<file path="src/rtl/axi4_lite_2to1_arbiter.sv">
// Two-master to one-slave AXI4-Lite arbiter; one whole transaction in flight, round-robin grant.
// Optional macro ARB_FIXED_PRIORITY_EN: M0 always wins simultaneous requests.
module axi4_lite_2to1_arbiter #(
  parameter int unsigned  p_ADDRESS_WIDTH = 2,
  parameter int unsigned  p_DATA_WIDTH    = 8,
  localparam int unsigned lp_STROBE_WIDTH = (p_DATA_WIDTH >= 8) ? p_DATA_WIDTH / 8 : 1
) (
  input  logic                       i_ACLK,
  input  logic                       i_ARESETN,
  // master 0
  input  logic [p_ADDRESS_WIDTH-1:0] i_M0_AWADDR,
  input  logic                       i_M0_AWPROT,
  input  logic                       i_M0_AWVALID,
  output logic                       o_M0_AWREADY,
  input  logic [p_DATA_WIDTH-1:0]    i_M0_WDATA,
  input  logic [lp_STROBE_WIDTH-1:0] i_M0_WSTRB,
  input  logic                       i_M0_WVALID,
  output logic                       o_M0_WREADY,
  output logic [1:0]                 o_M0_BRESP,
  output logic                       o_M0_BVALID,
  input  logic                       i_M0_BREADY,
  input  logic [p_ADDRESS_WIDTH-1:0] i_M0_ARADDR,
  input  logic                       i_M0_ARPROT,
  input  logic                       i_M0_ARVALID,
  output logic                       o_M0_ARREADY,
  output logic [p_DATA_WIDTH-1:0]    o_M0_RDATA,
  output logic                       o_M0_RVALID,
  input  logic                       i_M0_RREADY,
  // master 1
  input  logic [p_ADDRESS_WIDTH-1:0] i_M1_AWADDR,
  input  logic                       i_M1_AWPROT,
  input  logic                       i_M1_AWVALID,
  output logic                       o_M1_AWREADY,
  input  logic [p_DATA_WIDTH-1:0]    i_M1_WDATA,
  input  logic [lp_STROBE_WIDTH-1:0] i_M1_WSTRB,
  input  logic                       i_M1_WVALID,
  output logic                       o_M1_WREADY,
  output logic [1:0]                 o_M1_BRESP,
  output logic                       o_M1_BVALID,
  input  logic                       i_M1_BREADY,
  input  logic [p_ADDRESS_WIDTH-1:0] i_M1_ARADDR,
  input  logic                       i_M1_ARPROT,
  input  logic                       i_M1_ARVALID,
  output logic                       o_M1_ARREADY,
  output logic [p_DATA_WIDTH-1:0]    o_M1_RDATA,
  output logic                       o_M1_RVALID,
  input  logic                       i_M1_RREADY,
  // slave
  output logic [p_ADDRESS_WIDTH-1:0] o_S_AWADDR,
  output logic                       o_S_AWPROT,
  output logic                       o_S_AWVALID,
  input  logic                       i_S_AWREADY,
  output logic [p_DATA_WIDTH-1:0]    o_S_WDATA,
  output logic [lp_STROBE_WIDTH-1:0] o_S_WSTRB,
  output logic                       o_S_WVALID,
  input  logic                       i_S_WREADY,
  input  logic [1:0]                 i_S_BRESP,
  input  logic                       i_S_BVALID,
  output logic                       o_S_BREADY,
  output logic [p_ADDRESS_WIDTH-1:0] o_S_ARADDR,
  output logic                       o_S_ARPROT,
  output logic                       o_S_ARVALID,
  input  logic                       i_S_ARREADY,
  input  logic [p_DATA_WIDTH-1:0]    i_S_RDATA,
  input  logic                       i_S_RVALID,
  output logic                       o_S_RREADY,
  output logic [1:0]                 o_GRANT
);

  typedef enum logic [2:0] {
    IDLE,
    WR_ADDR_DATA,
    WR_RESP,
    RD_ADDR,
    RD_DATA
  } state_t;

  state_t     state_q, state_d;
  logic       owner_q, owner_d;
  logic       aw_done_q, aw_done_d;
  logic       w_done_q, w_done_d;
  logic [1:0] grant_q, grant_d;
`ifndef ARB_FIXED_PRIORITY_EN
  logic       last_owner_q, last_owner_d;
`endif

  logic req0, req1, winner;
  logic aw_hs, w_hs, b_hs, ar_hs, r_hs;

  // Owner's request-side signals, muxed once for all channels
  logic [p_ADDRESS_WIDTH-1:0] sel_awaddr, sel_araddr;
  logic [p_DATA_WIDTH-1:0]    sel_wdata;
  logic [lp_STROBE_WIDTH-1:0] sel_wstrb;
  logic sel_awprot, sel_awvalid, sel_wvalid, sel_bready;
  logic sel_arprot, sel_arvalid, sel_rready;

  assign sel_awaddr  = owner_q ? i_M1_AWADDR  : i_M0_AWADDR;
  assign sel_awprot  = owner_q ? i_M1_AWPROT  : i_M0_AWPROT;
  assign sel_awvalid = owner_q ? i_M1_AWVALID : i_M0_AWVALID;
  assign sel_wdata   = owner_q ? i_M1_WDATA   : i_M0_WDATA;
  assign sel_wstrb   = owner_q ? i_M1_WSTRB   : i_M0_WSTRB;
  assign sel_wvalid  = owner_q ? i_M1_WVALID  : i_M0_WVALID;
  assign sel_bready  = owner_q ? i_M1_BREADY  : i_M0_BREADY;
  assign sel_araddr  = owner_q ? i_M1_ARADDR  : i_M0_ARADDR;
  assign sel_arprot  = owner_q ? i_M1_ARPROT  : i_M0_ARPROT;
  assign sel_arvalid = owner_q ? i_M1_ARVALID : i_M0_ARVALID;
  assign sel_rready  = owner_q ? i_M1_RREADY  : i_M0_RREADY;

  assign req0 = i_M0_AWVALID | i_M0_ARVALID;
  assign req1 = i_M1_AWVALID | i_M1_ARVALID;

`ifdef ARB_FIXED_PRIORITY_EN
  assign winner = !req0;
`else
  // Contention goes to whoever did not own the bus last
  assign winner = (req0 && req1) ? !last_owner_q : req1;
`endif

  assign aw_hs = (state_q == WR_ADDR_DATA) && sel_awvalid && !aw_done_q && i_S_AWREADY;
  assign w_hs  = (state_q == WR_ADDR_DATA) && sel_wvalid && !w_done_q && i_S_WREADY;
  assign b_hs  = (state_q == WR_RESP) && i_S_BVALID && sel_bready;
  assign ar_hs = (state_q == RD_ADDR) && sel_arvalid && i_S_ARREADY;
  assign r_hs  = (state_q == RD_DATA) && i_S_RVALID && sel_rready;

  assign o_GRANT = grant_q;

  // State and ownership registers
  always_ff @(posedge i_ACLK) begin
    if (!i_ARESETN) begin
      state_q      <= IDLE;
      owner_q      <= 1'b0;
      aw_done_q    <= 1'b0;
      w_done_q     <= 1'b0;
      grant_q      <= 2'b00;
`ifndef ARB_FIXED_PRIORITY_EN
      last_owner_q <= 1'b1;
`endif
    end else begin
      state_q      <= state_d;
      owner_q      <= owner_d;
      aw_done_q    <= aw_done_d;
      w_done_q     <= w_done_d;
      grant_q      <= grant_d;
`ifndef ARB_FIXED_PRIORITY_EN
      last_owner_q <= last_owner_d;
`endif
    end
  end

  // Next state and channel routing
  always_comb begin
    state_d      = state_q;
    owner_d      = owner_q;
    aw_done_d    = aw_done_q;
    w_done_d     = w_done_q;
    grant_d      = grant_q;
`ifndef ARB_FIXED_PRIORITY_EN
    last_owner_d = last_owner_q;
`endif

    o_M0_AWREADY = 1'b0;
    o_M0_WREADY  = 1'b0;
    o_M0_BRESP   = 2'b00;
    o_M0_BVALID  = 1'b0;
    o_M0_ARREADY = 1'b0;
    o_M0_RDATA   = '0;
    o_M0_RVALID  = 1'b0;
    o_M1_AWREADY = 1'b0;
    o_M1_WREADY  = 1'b0;
    o_M1_BRESP   = 2'b00;
    o_M1_BVALID  = 1'b0;
    o_M1_ARREADY = 1'b0;
    o_M1_RDATA   = '0;
    o_M1_RVALID  = 1'b0;
    o_S_AWADDR   = '0;
    o_S_AWPROT   = 1'b0;
    o_S_AWVALID  = 1'b0;
    o_S_WDATA    = '0;
    o_S_WSTRB    = '0;
    o_S_WVALID   = 1'b0;
    o_S_BREADY   = 1'b0;
    o_S_ARADDR   = '0;
    o_S_ARPROT   = 1'b0;
    o_S_ARVALID  = 1'b0;
    o_S_RREADY   = 1'b0;

    case (state_q)
      IDLE: begin
        if (req0 || req1) begin
          owner_d = winner;
          grant_d = winner ? 2'b10 : 2'b01;
          // A master holding both AW and AR gets its write first
          state_d = (winner ? i_M1_AWVALID : i_M0_AWVALID) ? WR_ADDR_DATA : RD_ADDR;
        end
      end

      WR_ADDR_DATA: begin
        o_S_AWADDR  = sel_awaddr;
        o_S_AWPROT  = sel_awprot;
        o_S_AWVALID = sel_awvalid && !aw_done_q;
        o_S_WDATA   = sel_wdata;
        o_S_WSTRB   = sel_wstrb;
        o_S_WVALID  = sel_wvalid && !w_done_q;
        if (owner_q) begin
          o_M1_AWREADY = i_S_AWREADY && !aw_done_q;
          o_M1_WREADY  = i_S_WREADY && !w_done_q;
        end else begin
          o_M0_AWREADY = i_S_AWREADY && !aw_done_q;
          o_M0_WREADY  = i_S_WREADY && !w_done_q;
        end
        if ((aw_done_q || aw_hs) && (w_done_q || w_hs)) begin
          state_d   = WR_RESP;
          aw_done_d = 1'b0;
          w_done_d  = 1'b0;
        end else begin
          aw_done_d = aw_done_q || aw_hs;
          w_done_d  = w_done_q || w_hs;
        end
      end

      WR_RESP: begin
        o_S_BREADY = sel_bready;
        if (owner_q) begin
          o_M1_BVALID = i_S_BVALID;
          o_M1_BRESP  = i_S_BRESP;
        end else begin
          o_M0_BVALID = i_S_BVALID;
          o_M0_BRESP  = i_S_BRESP;
        end
        if (b_hs) begin
          state_d      = IDLE;
          grant_d      = 2'b00;
`ifndef ARB_FIXED_PRIORITY_EN
          last_owner_d = owner_q;
`endif
        end
      end

      RD_ADDR: begin
        o_S_ARADDR  = sel_araddr;
        o_S_ARPROT  = sel_arprot;
        o_S_ARVALID = sel_arvalid;
        if (owner_q) o_M1_ARREADY = i_S_ARREADY;
        else         o_M0_ARREADY = i_S_ARREADY;
        if (ar_hs) state_d = RD_DATA;
      end

      RD_DATA: begin
        o_S_RREADY = sel_rready;
        if (owner_q) begin
          o_M1_RVALID = i_S_RVALID;
          o_M1_RDATA  = i_S_RDATA;
        end else begin
          o_M0_RVALID = i_S_RVALID;
          o_M0_RDATA  = i_S_RDATA;
        end
        if (r_hs) begin
          state_d      = IDLE;
          grant_d      = 2'b00;
`ifndef ARB_FIXED_PRIORITY_EN
          last_owner_d = owner_q;
`endif
        end
      end

      default: begin
        state_d = IDLE;
        grant_d = 2'b00;
      end
    endcase
  end

endmodule

</file>
<file path="config.mk">
export PLATFORM = sky130hd
export DESIGN_NAME = axi4_lite_2to1_arbiter
export DESIGN_NICKNAME = d
export VERILOG_FILES = /design/src/rtl/axi4_lite_2to1_arbiter.sv
export SDC_FILE = /design/constraint.sdc
export NUM_CORES = 1
export LEC_CHECK = 0
export BUFFER_PORTS_ARGS = -buffer_cell sky130_fd_sc_hd__buf_4
export CAP_MARGIN = 20
export CORE_MARGIN = 1
export CORE_UTILIZATION = 33
export DETAILED_ROUTE_END_ITERATION = 16
export GPL_TIMING_DRIVEN = 0
export PLACE_DENSITY = 0.83
export SLEW_MARGIN = 20
export SYNTH_ARGS = -nofsm -noshare
export SYNTH_HDL_FRONTEND = slang
export SYNTH_SLANG_ARGS = --single-unit
</file>
<file path="constraint.sdc">
create_clock -name i_ACLK -period 1.5 [get_ports i_ACLK]
set_input_delay 0 -clock i_ACLK [delete_from_list [all_inputs] [get_ports i_ACLK]]
set_output_delay 0 -clock i_ACLK [all_outputs]
set_load 0.02 [all_outputs]
</file>
### Word-level counts from Yosys, hierarchy flattened

Index checks and enable logic that the tools add are counted.

| storage, ports and cells | value |
|---|---|
| bits in registers | 9 |
| input bits | 57 |
| output and inout port bits | 52 |
| word-level logic and storage cells | 118 |

| operators by class | value |
|---|---|
| eq/ne operators | 9 |
| muxes and demuxes | 69 |
| bitwise logic cells | 3 |
| reductions and logical operators | 31 |

Operators with widths:

| kind | count |
|---|---|
| 8-bit two-way mux | 6 |
| 1-bit two-way mux | 42 |
| 2-bit two-way mux | 13 |
| 1-bit logical AND | 18 |
| 3-bit two-way mux | 5 |
| 3-bit case mux with 5 select lines | 1 |
| 2-bit inequality test, second input constant | 4 |
| 2-bit case mux with 4 select lines | 1 |
| 3-bit by 2-bit equality test with 1-bit output, second input constant | 2 |
| 5-bit AND reduction | 1 |
| 4-bit AND reduction | 1 |
| 3-bit by 1-bit equality test with 1-bit output, second input constant | 1 |
| 3-bit equality test, second input constant | 1 |
| 1-bit logical NOT | 3 |
| 3-bit logical NOT | 1 |
| 1-bit logical OR | 3 |
| 3-bit AND reduction | 1 |
| 2-bit by 1-bit inequality test with 1-bit output, second input constant | 1 |
| 1-bit bitwise OR | 2 |
| 1-bit case mux with 2 select lines | 1 |
| 2-bit AND reduction | 1 |
| 2-bit nonzero test | 1 |
| 2-bit OR reduction | 1 |
| 1-bit NOT | 1 |

### Logic depth before layout (Yosys ltp)

Gate-level depths: netlist of run 1.

| depth | value |
|---|---|
| depth in word-level cells | 8 |
| mapped depth | 5 |
| mapped depth without buffers | 4 |

### Worst setup path after synthesis of run 1

No wires, ideal clock.

| timing | value |
|---|---|
| kind | flip-flop to flip-flop |
| start point | reg state_q[1] |
| end point | reg state_q[1] |
| library setup time | 0.134 ns |
| data arrival time | 1.364 ns |
| required time | 1.366 ns |
| setup slack | 0.002 ns |
| cell stages (with the launch flop) | 6 |
| buffers on the path | 1 |
| clock period less this slack | 1.498 ns |
| path through | dfxtp_1 -> buf_6 -> or3b_2 -> a21oi_1 -> or3_1 -> o31ai_1 |

| between the ends | value |
|---|---|
| cells in the longest elaborated chain, start to end | 8 |
| elaborated cells on any way between the ends | 27 |
| those cells by class | eq/ne: 9; mux: 1; reduce/logical: 17 |

Ends and longest elaborated chain:

| element | line | text |
|---|---|---|
| from (decl) | 78 | `state_t state_q, state_d;` |
| from (signal assigned) | 139 | `state_q <= state_d;` |
| 3-bit by 1-bit equality test with 1-bit output | 119, 120, 187 |  |
| 1-bit logical AND, on equally long branches (3 in series) | 119, 120 |  |
| 1-bit logical OR | 211 | `if ((aw_done_q \|\| aw_hs) && (w_done_q \|\| w_hs)) begin` |
| 1-bit logical AND | 211 |  |
| 2-bit by 1-bit inequality test with 1-bit output (no source line) | n/a |  |
| 5-bit AND reduction (no source line) | n/a |  |

Several ways; a longest one is shown, not always the timed one.
A chain may end at the register's enable or synchronous reset.

### Worst setup path in the final report of run 1

| timing | value |
|---|---|
| start point | reg state_q[2] |
| end point | out o_M0_RDATA[6] |

| between the ends | value |
|---|---|
| cells in the longest elaborated chain, start to end | 2 |

Ends and longest elaborated chain:

| element | line | text |
|---|---|---|
| 3-bit equality test | 187 | `case (state_q)` |
| 8-bit two-way mux | 187 |  |
| to (decl) | 26 | `output logic [p_DATA_WIDTH-1:0] o_M0_RDATA,` |

Every way passes these cells.

==> results of run 1 <==
[layer usage]
metal	vias up	share of wire, %
met4	0	1.1
met1	769	38
met2	79	54
met3	9	7.8
met5	-	0
li1	801	-
[final cells by class]
cell class / instances / area (um^2) / share of cell area (%)
plain buffers: 6 / 63.8 / 2.64
clock buffers: 4 / 26.3 / 1.09
inverters: 5 / 18.8 / 0.777
multi-input cells: 133 / 1080 / 44.5
flip-flops and latches: 9 / 193 / 7.98
well taps: 44 / 55.1 / 2.28
repair buffers: 119 / 983 / 40.7
[flip-flops by register name, summed over array words and instances (netlist names)]
register	flops
aw_done_q	1
last_owner_q	1
o_GRANT	2
owner_q	1
state_q	3
w_done_q	1
[stage by stage]
step	util, %	cell area, um^2
after CTS	75.0	2330
after global routing	77.9	2420
after global placement	63.0	1950
after detailed placement	63.0	1950
after floorplan	-	1100
final	77.9	2420
[power breakdown]
group          internal, mW  switching (mW)
logic                 0.613           0.657
registers             0.282          0.0457
clock network         0.103          0.0887
[cell families (layout without fill, tap and decap cells)]
kind of cell	Yosys count	count (layout)	share of synthesized area, %
AND/OR/NAND/NOR	81	83	38.8
AO/OA/AOI/OAI	29	29	19.2
multiplexers	21	21	19.6
buffers and inverters	13	134	5.94
flip-flops	9	9	16.4
[worst reg2reg max path, delay by kind of cell, from the launching register on]
kind	cells	cell delay [ns]
buf+inv	1	0.14
simple gates	1	0.37
compound gates	2	0.40
flops	1	0.37
mux	1	0.19
[path summary, 6_finish.rpt]
check                        to         from  cells after the start
setup / recovery  o_M0_RDATA[6]   state_q[2]                      4
hold / removal        aw_done_q  i_S_AWREADY                      3
setup reg to reg     state_q[1]      owner_q                      5
hold reg to reg      o_GRANT[1]   o_GRANT[1]                      2
[repair_timing]
action | CTS | global route
gates cloned | 2 | 0
setup endpoints to repair | 52 | 50
pin swaps | 20 | 13
resized for setup | 73 | 32
buffers inserted | 12 | 0
[synthesized netlist by cell type, types with 2 or more instances]
library cell	number	area (um^2)
nor2_1	30	113
and2_1	21	131
mux2i_1	17	170
dfxtp_1	9	180
nand2_1	7	26.3
a21oi_1	6	30.0
nor3_1	6	30.0
and3_1	5	31.3
clkbuf_1	5	18.8
inv_1	5	18.8
o21ai_0	5	25.0
mux2_2	4	45.0
a21boi_0	3	22.5
o21a_1	3	22.5
o311ai_0	3	26.3
o31ai_1	3	22.5
a41oi_1	2	17.5
buf_6	2	22.5
nor3b_1	2	15.0
or3_1	2	12.5
==> impl_summary.md, run 1 <==
Power
The maximum resistive drop on vdd is 0.510 mV. The cell area power density is 740 nW/um^2. The total power is 1.79 mW. The total leakage power is between 1 and 1.5 nW.

Place
The cell count after placement is 304. The HPWL after detailed placement is 3240 um. The placement-stage worst setup slack is -0.235 ns.

Input and output buffers added on the ports amount to between 100 and 150. The final weighted congestion of routability-driven global placement is 0.829.

Synth
The Yosys warning count is 0. The net count of the mapped netlist is 210. In this run, synthesis produced a sequential element count of 9.

The number of flops mapped to enable cells by yosys is 0. Synthesis handed over a netlist of 153 instances. The most used flip-flop cell after synthesis is dfxtp_1. The mean instance size in the synthesized netlist is 7.16 um^2. The netlist area before placement is 1100 um^2. The async set-or-reset flop fraction in the synthesized netlist is 0%. Sequential elements use 16.4% of the synthesized area.

The count of cell types in the netlist is 33.

Clock network
The root buffer cell is clkbuf_4. In this run the deepest clock path goes through 2 buffers. The TritonCTS sink count is 9. The clock insertion delay at the later pin of the skew report is between 0.2 and 0.3 ns. The count of H-tree levels built during CTS is 1. In this run, CTS created clock tree buffers numbering 3. The number of hold buffers added after CTS was 0.

TritonCTS built the clock tree. The post-CTS clock slew at the launch and capture registers of the worst setup and hold paths is roughly 0.060 ns.

Cells and area
The number of standard cells in the layout, taps in and fillers out is 320. Compared with the post-synthesis result, the final layout area differs by 120%. The number of nets in the layout is about 330. The number of antenna diodes in the final layout is 0. Of the cells placed in the final design, the portion with a size suffix greater than 1 is 65.9%.

The layout has 226 filler cells. Leaving out fill and tap cells, the most frequent cells in the layout are 96 x buf_4, 25 x buf_6, 18 x nor2_1, 17 x and2_4, 14 x mux2i_1. Leaving out fill and tap cells, the most frequent cell in the layout is buf_4.

Routing
The first-pass iteration count of the detailed router is 4. The via count is 1658. The count of routing violations after the opening detailed-route iteration is between 60 and 70. In the routed design, unresolved DRC markers number 0. The via-per-instance ratio is about 5.2. The total length of routed wires is 5010 um. The number of antenna-violating nets in the routed design is 0. The final routed wire length divided by cell count is ~16 um.

Timing
Setup violations remaining at the end of the flow were counted as 22. The final max-slew violation count is 0. Setup repair after global routing could not meet its margin everywhere. The slew of the pin with the lowest slew margin is around 0.4 ns. The number of hold violations in the final report is 0. The timing-limited maximum frequency is 617 MHz. The worst setup skew after layout is 0.00172 ns. The hold slack is 0.0695 ns.

The accumulated negative setup slack is -1.64 ns. Of the available clock period, the critical path in the final layout requires 108%. In this run the tightest slew margin relative to its limit is 72.8%. After layout, the minimum clock period comes to 1.62 ns. Once routing completed, OpenROAD measured the worst setup slack at -0.121 ns.

Setup path
The kind of end point of the critical path is an output pin. The signal on the critical path passes through or3b_4 -> nor2_4 -> and2_1 -> buf_4. The largest fanout on the critical path is 7.

For flop-to-flop paths, the worst setup slack is -0.07 ns. The family with the most delay on the worst path is simple AND/OR/NAND/NOR gates. Data arrives at the worst endpoint at 1.62 ns. In this design, the stage delay of the slowest critical-path cell is between 0.4 and 0.5 ns. The standard cell with the maximum stage delay on the critical path is or3b_4. The worst setup path is of the reg2out kind. At the worst endpoint, the required time is 1.50 ns. The buffer and inverter count on the worst path is 1. The critical path startpoint category is a flip-flop.

Global route
The via count of the first global-routing pass is around 1600. met2 is the most crowded layer. The total routing usage reported by global routing is 27.4%. The residual overflow from global routing is 0. Global routing consumed, on the met1 layer, 30.2% of the routing resources.

The global-route track usage on met2 is 51.2%. The first global-routing pass estimated 7290 um of wire. The initial antenna violation count was 0. Entering global routing, the biggest net connects 11 pins.

For this run, global-route usage on met3 was measured as 5.24%.

Outcome
The flow ran to the end, but the final reports show violations. The checks that failed: setup timing.

Floorplan
The initial cell density of the core is 35.3%. The floorplan step set the die width to around 60 um. The number of placement rows is 20. The height of the chip is 59.6 um.

The die covers approximately 3600 um^2. The area of the core is 3100 um^2. The number of I/O pins is 109.

Run
The count of maximum capacitance violations is 0.

Hold path
The path class of the tightest hold or removal check is in2reg.
No activity file was read; power rests on OpenSTA's default activity.
==> inputs of run 2 (changes only) <==
Settings changed: PLACE_DENSITY 0.83 to 0.78, TNS_END_PERCENT set to 50.
==> run 2 against run 1 <==
Net effect: the flow still finishes with violations (setup timing); largest cell class is now buffers; combinational power shrank 11%; cell area shrank 8.0%; final cell count shrank 1.6%; first-iteration DRC count shrank 51%; core utilization shrank 6.3 points; register-to-register slack is essentially flat; via count shrank 3.9%; critical path depth is the same.
==> impl_summary.md, run 2 (synthesis results as in run 1) <==
Cells and area
For this run, the number of standard cells in the final layout without fillers is 315. The post-route standard cell area excluding fillers is 2220 um^2. Ranked by flip-flop count, first place goes to state_q.

Across the whole layout, storage elements account for 193 um^2. The most frequent standard cell in the layout excluding fill and tap cells is buf_4. The count of antenna diodes in the layout is 0.

Cells with a size suffix above 1 make up approximately 58% of the layout. The register with the most flip-flops in the layout has 3 of them. The area overhead of the layout relative to synthesis is 103%. The library cells used most frequently in the layout, excluding fill and tap cells, are 103 x buf_4, 23 x nor2_1, 16 x mux2i_1, 13 x and2_1, 13 x buf_6. The filler cells instantiated in the layout total about 280. The area taken by multi-input logic gates is roughly 960 um^2. The number of nets in the layout is 329.

Setup path
The startpoint identified for the worst register-to-register timing path is owner_q. The critical path startpoint category is a flip-flop. The worst register-to-register path has a depth of 5. The critical path starts at state_q[2]. The data required time of the worst path is 1.50 ns. Along the worst path, the maximum fanout reaches 6. STA classifies the critical path endpoint as an output pin. The last element of the critical path is o_M1_RDATA[0]. The kind of critical path is reg2out. The worst register-to-register path ends at state_q[1]. The signal arrival time at the worst endpoint is 1.60 ns. The reg-to-reg setup timing slack is -0.08 ns.

Clock network
After clock tree synthesis, the clock-pin slew on the worst setup and hold paths is around 0.06 ns. The tree is rooted in a clkbuf_4. The number of buffers on the longest clock path is 2. The TritonCTS sink count is 9. CTS built an H-tree with a depth of 1. The clock tree from TritonCTS is built. TritonCTS created 3 clock buffers. At the later pin of the worst-skew pair, clock insertion delay measures 0.28 ns.

Buffers inserted to repair hold after CTS numbered 0.

Floorplan
The width of the chip is 59.6 um. The die is ~60 um tall. The area of the die is 3560 um^2. Once the floorplan was initialized, standard cells occupied 35.3% of the core. The number of I/O pins is 109. The area of the core is approximately 3100 um^2. The number of placement rows is 20.

Place
Detailed placement ended at an HPWL of 3170 um. Port buffering added 107 buffers. The final weighted congestion of routability-driven global placement is 0.847. Including well taps, the total number of placed cells is 304.

Timing analysis after detailed placement gives a worst setup slack of -0.227 ns. In this run the cell area measured after placement is around 2000 um^2.

Routing
The first-pass iteration count of the detailed router is 4. The via count is around 1600. The final routed wire length divided by cell count is 13.7 um. After detailed routing, the number of remaining DRC violations is 0. The count of routing violations after the opening detailed-route iteration is 31. The final layout contains routed wiring with a total length of ~4300 um. Using the TritonRoute via totals, the vias-per-cell ratio works out to 5.06.

The count of nets left with antenna violations once routing finished came out at 0.

Timing
At the pin with the least slew margin, the transition time is around 0.42 ns. Dividing the final minimum period by the clock period gives 106%. The worst slew margin relative to its limit is 71.8%.

The worst setup skew after layout is 0.00266 ns. After layout, the worst setup slack is -0.0967 ns. For this run, the top clock speed supported by timing is 626 MHz. The shortest period the worst path allows is 1.60 ns. Setup violations remaining at the end of the flow were counted as 25. Hold timing on the final database bottoms out at a slack of 0.0426 ns. The number of hold violations in the final report is 0.

Setup repair after global routing could not meet its margin everywhere. The final max-slew violation count is 0.

Outcome
The run finished, with violations left. The final reports fail on setup timing.

Power
Of the total power, the share spent switching nets is 43.9%. For this design the total switching power over the nets is 726 uW. Of the total power, the clock network draws 12.0%. The proportion of power drawn by combinational gates is 68.2%. Of the total power, registers draw 19.8%. Internal power comes to 928 uW. The analysis attributes to cell leakage a power of between 1 and 1.5 nW. The cell area power density is roughly 740 nW/um^2. The worst-case IR drop observed on VDD is between 0.4 and 0.5 mV.

Hold path
The path type of the worst min-delay path is in2reg. The worst hold path begins at i_S_AWREADY. The worst hold path passes through 3 cells.

Global route
The first global-routing pass estimated between 6000 and 7000 um of wire. The initial antenna violation count is 0. Global routing finished with a remaining overflow of 0. The pin count of the biggest net entering global routing is 12. The via count of the first global-routing pass is 1467. For this run, the total global-route usage over all layers was measured as 24.2%.

Run
Across the run, the number of max-cap violations was 0.
## run 2: changes by cell type in the layout (fill, tap and decap cells not counted), moves of 2 or more
cell / before / now
a21oi_1: 2 / 4
and2_1: 4 / 13
and2_4: 17 / 8
buf_4: 96 / 103
buf_6: 25 / 13
mux2_2: 2 / 4
mux2_4: 2 / 0
mux2i_1: 14 / 16
mux2i_4: 3 / 0
nor2_1: 18 / 23
nor2_4: 9 / 4
## run 2: what timing repair did
item,4_1_cts,5_1_grt
setup buffers,3,3
gates cloned,1,1
setup endpoints to repair,52,45
gates resized for setup,52,12
pin swaps,10,5
## run 2: area by class of cell
class	count	area share, %
plain buffers	7	3.21
inverters	5	0.845
flip-flops and latches	9	8.67
clock buffers	4	1.18
multi-input cells	133	43.4
repair buffers	113	40.2
well taps	44	2.48
## run 2: critical path, stage by stage, from the launching register on
cell	delay (ns)
dfxtp_4	0.38
or3b_4	0.47
nor2_2	0.20
and2_1	0.16
buf_6	0.11
## run 2: per-layer routing
| metal | track usage (%) | routed length (um) | vias to the layer above |
|---|---|---|---|
| met5 | 0 | 0 | - |
| met4 | 8.97 | 58 | 0 |
| met3 | 6.11 | 430 | 7 |
| met2 | 44.8 | 2210 | 77 |
| met1 | 26.4 | 1610 | 723 |
| li1 | - | - | 787 |
## run 2: worst min path at each step
stage	to
after CTS	aw_done_q
final	aw_done_q
after global placement	o_M0_RDATA[4]
after global routing	aw_done_q
after detailed placement	o_M1_RDATA[5]
after floorplan	o_M0_BRESP[0]
## run 2: power by group through the flow
stage	combinational [mW]	clock, mW	sequential (mW)
finish	1.13	0.199	0.327
global route	1.21	0.212	0.334
CTS	1.07	0.203	0.321
detailed placement	1.00	0	0.308
global placement	0.991	0	0.308
floorplan	0.588	0	0.314
## run 2: through the flow
| step | util [%] | TNS [ns] | power, mW |
|---|---|---|---|
| after floorplan | - | 0 | 0.903 |
| after detailed placement | 63.0 | -3.88 | 1.31 |
| after CTS | 69.8 | -1.35 | 1.59 |
| after global routing | 71.6 | -2.82 | 1.76 |
| final | 71.6 | -1.60 | 1.65 |
| after global placement | 63.0 | -3.45 | 1.30 |
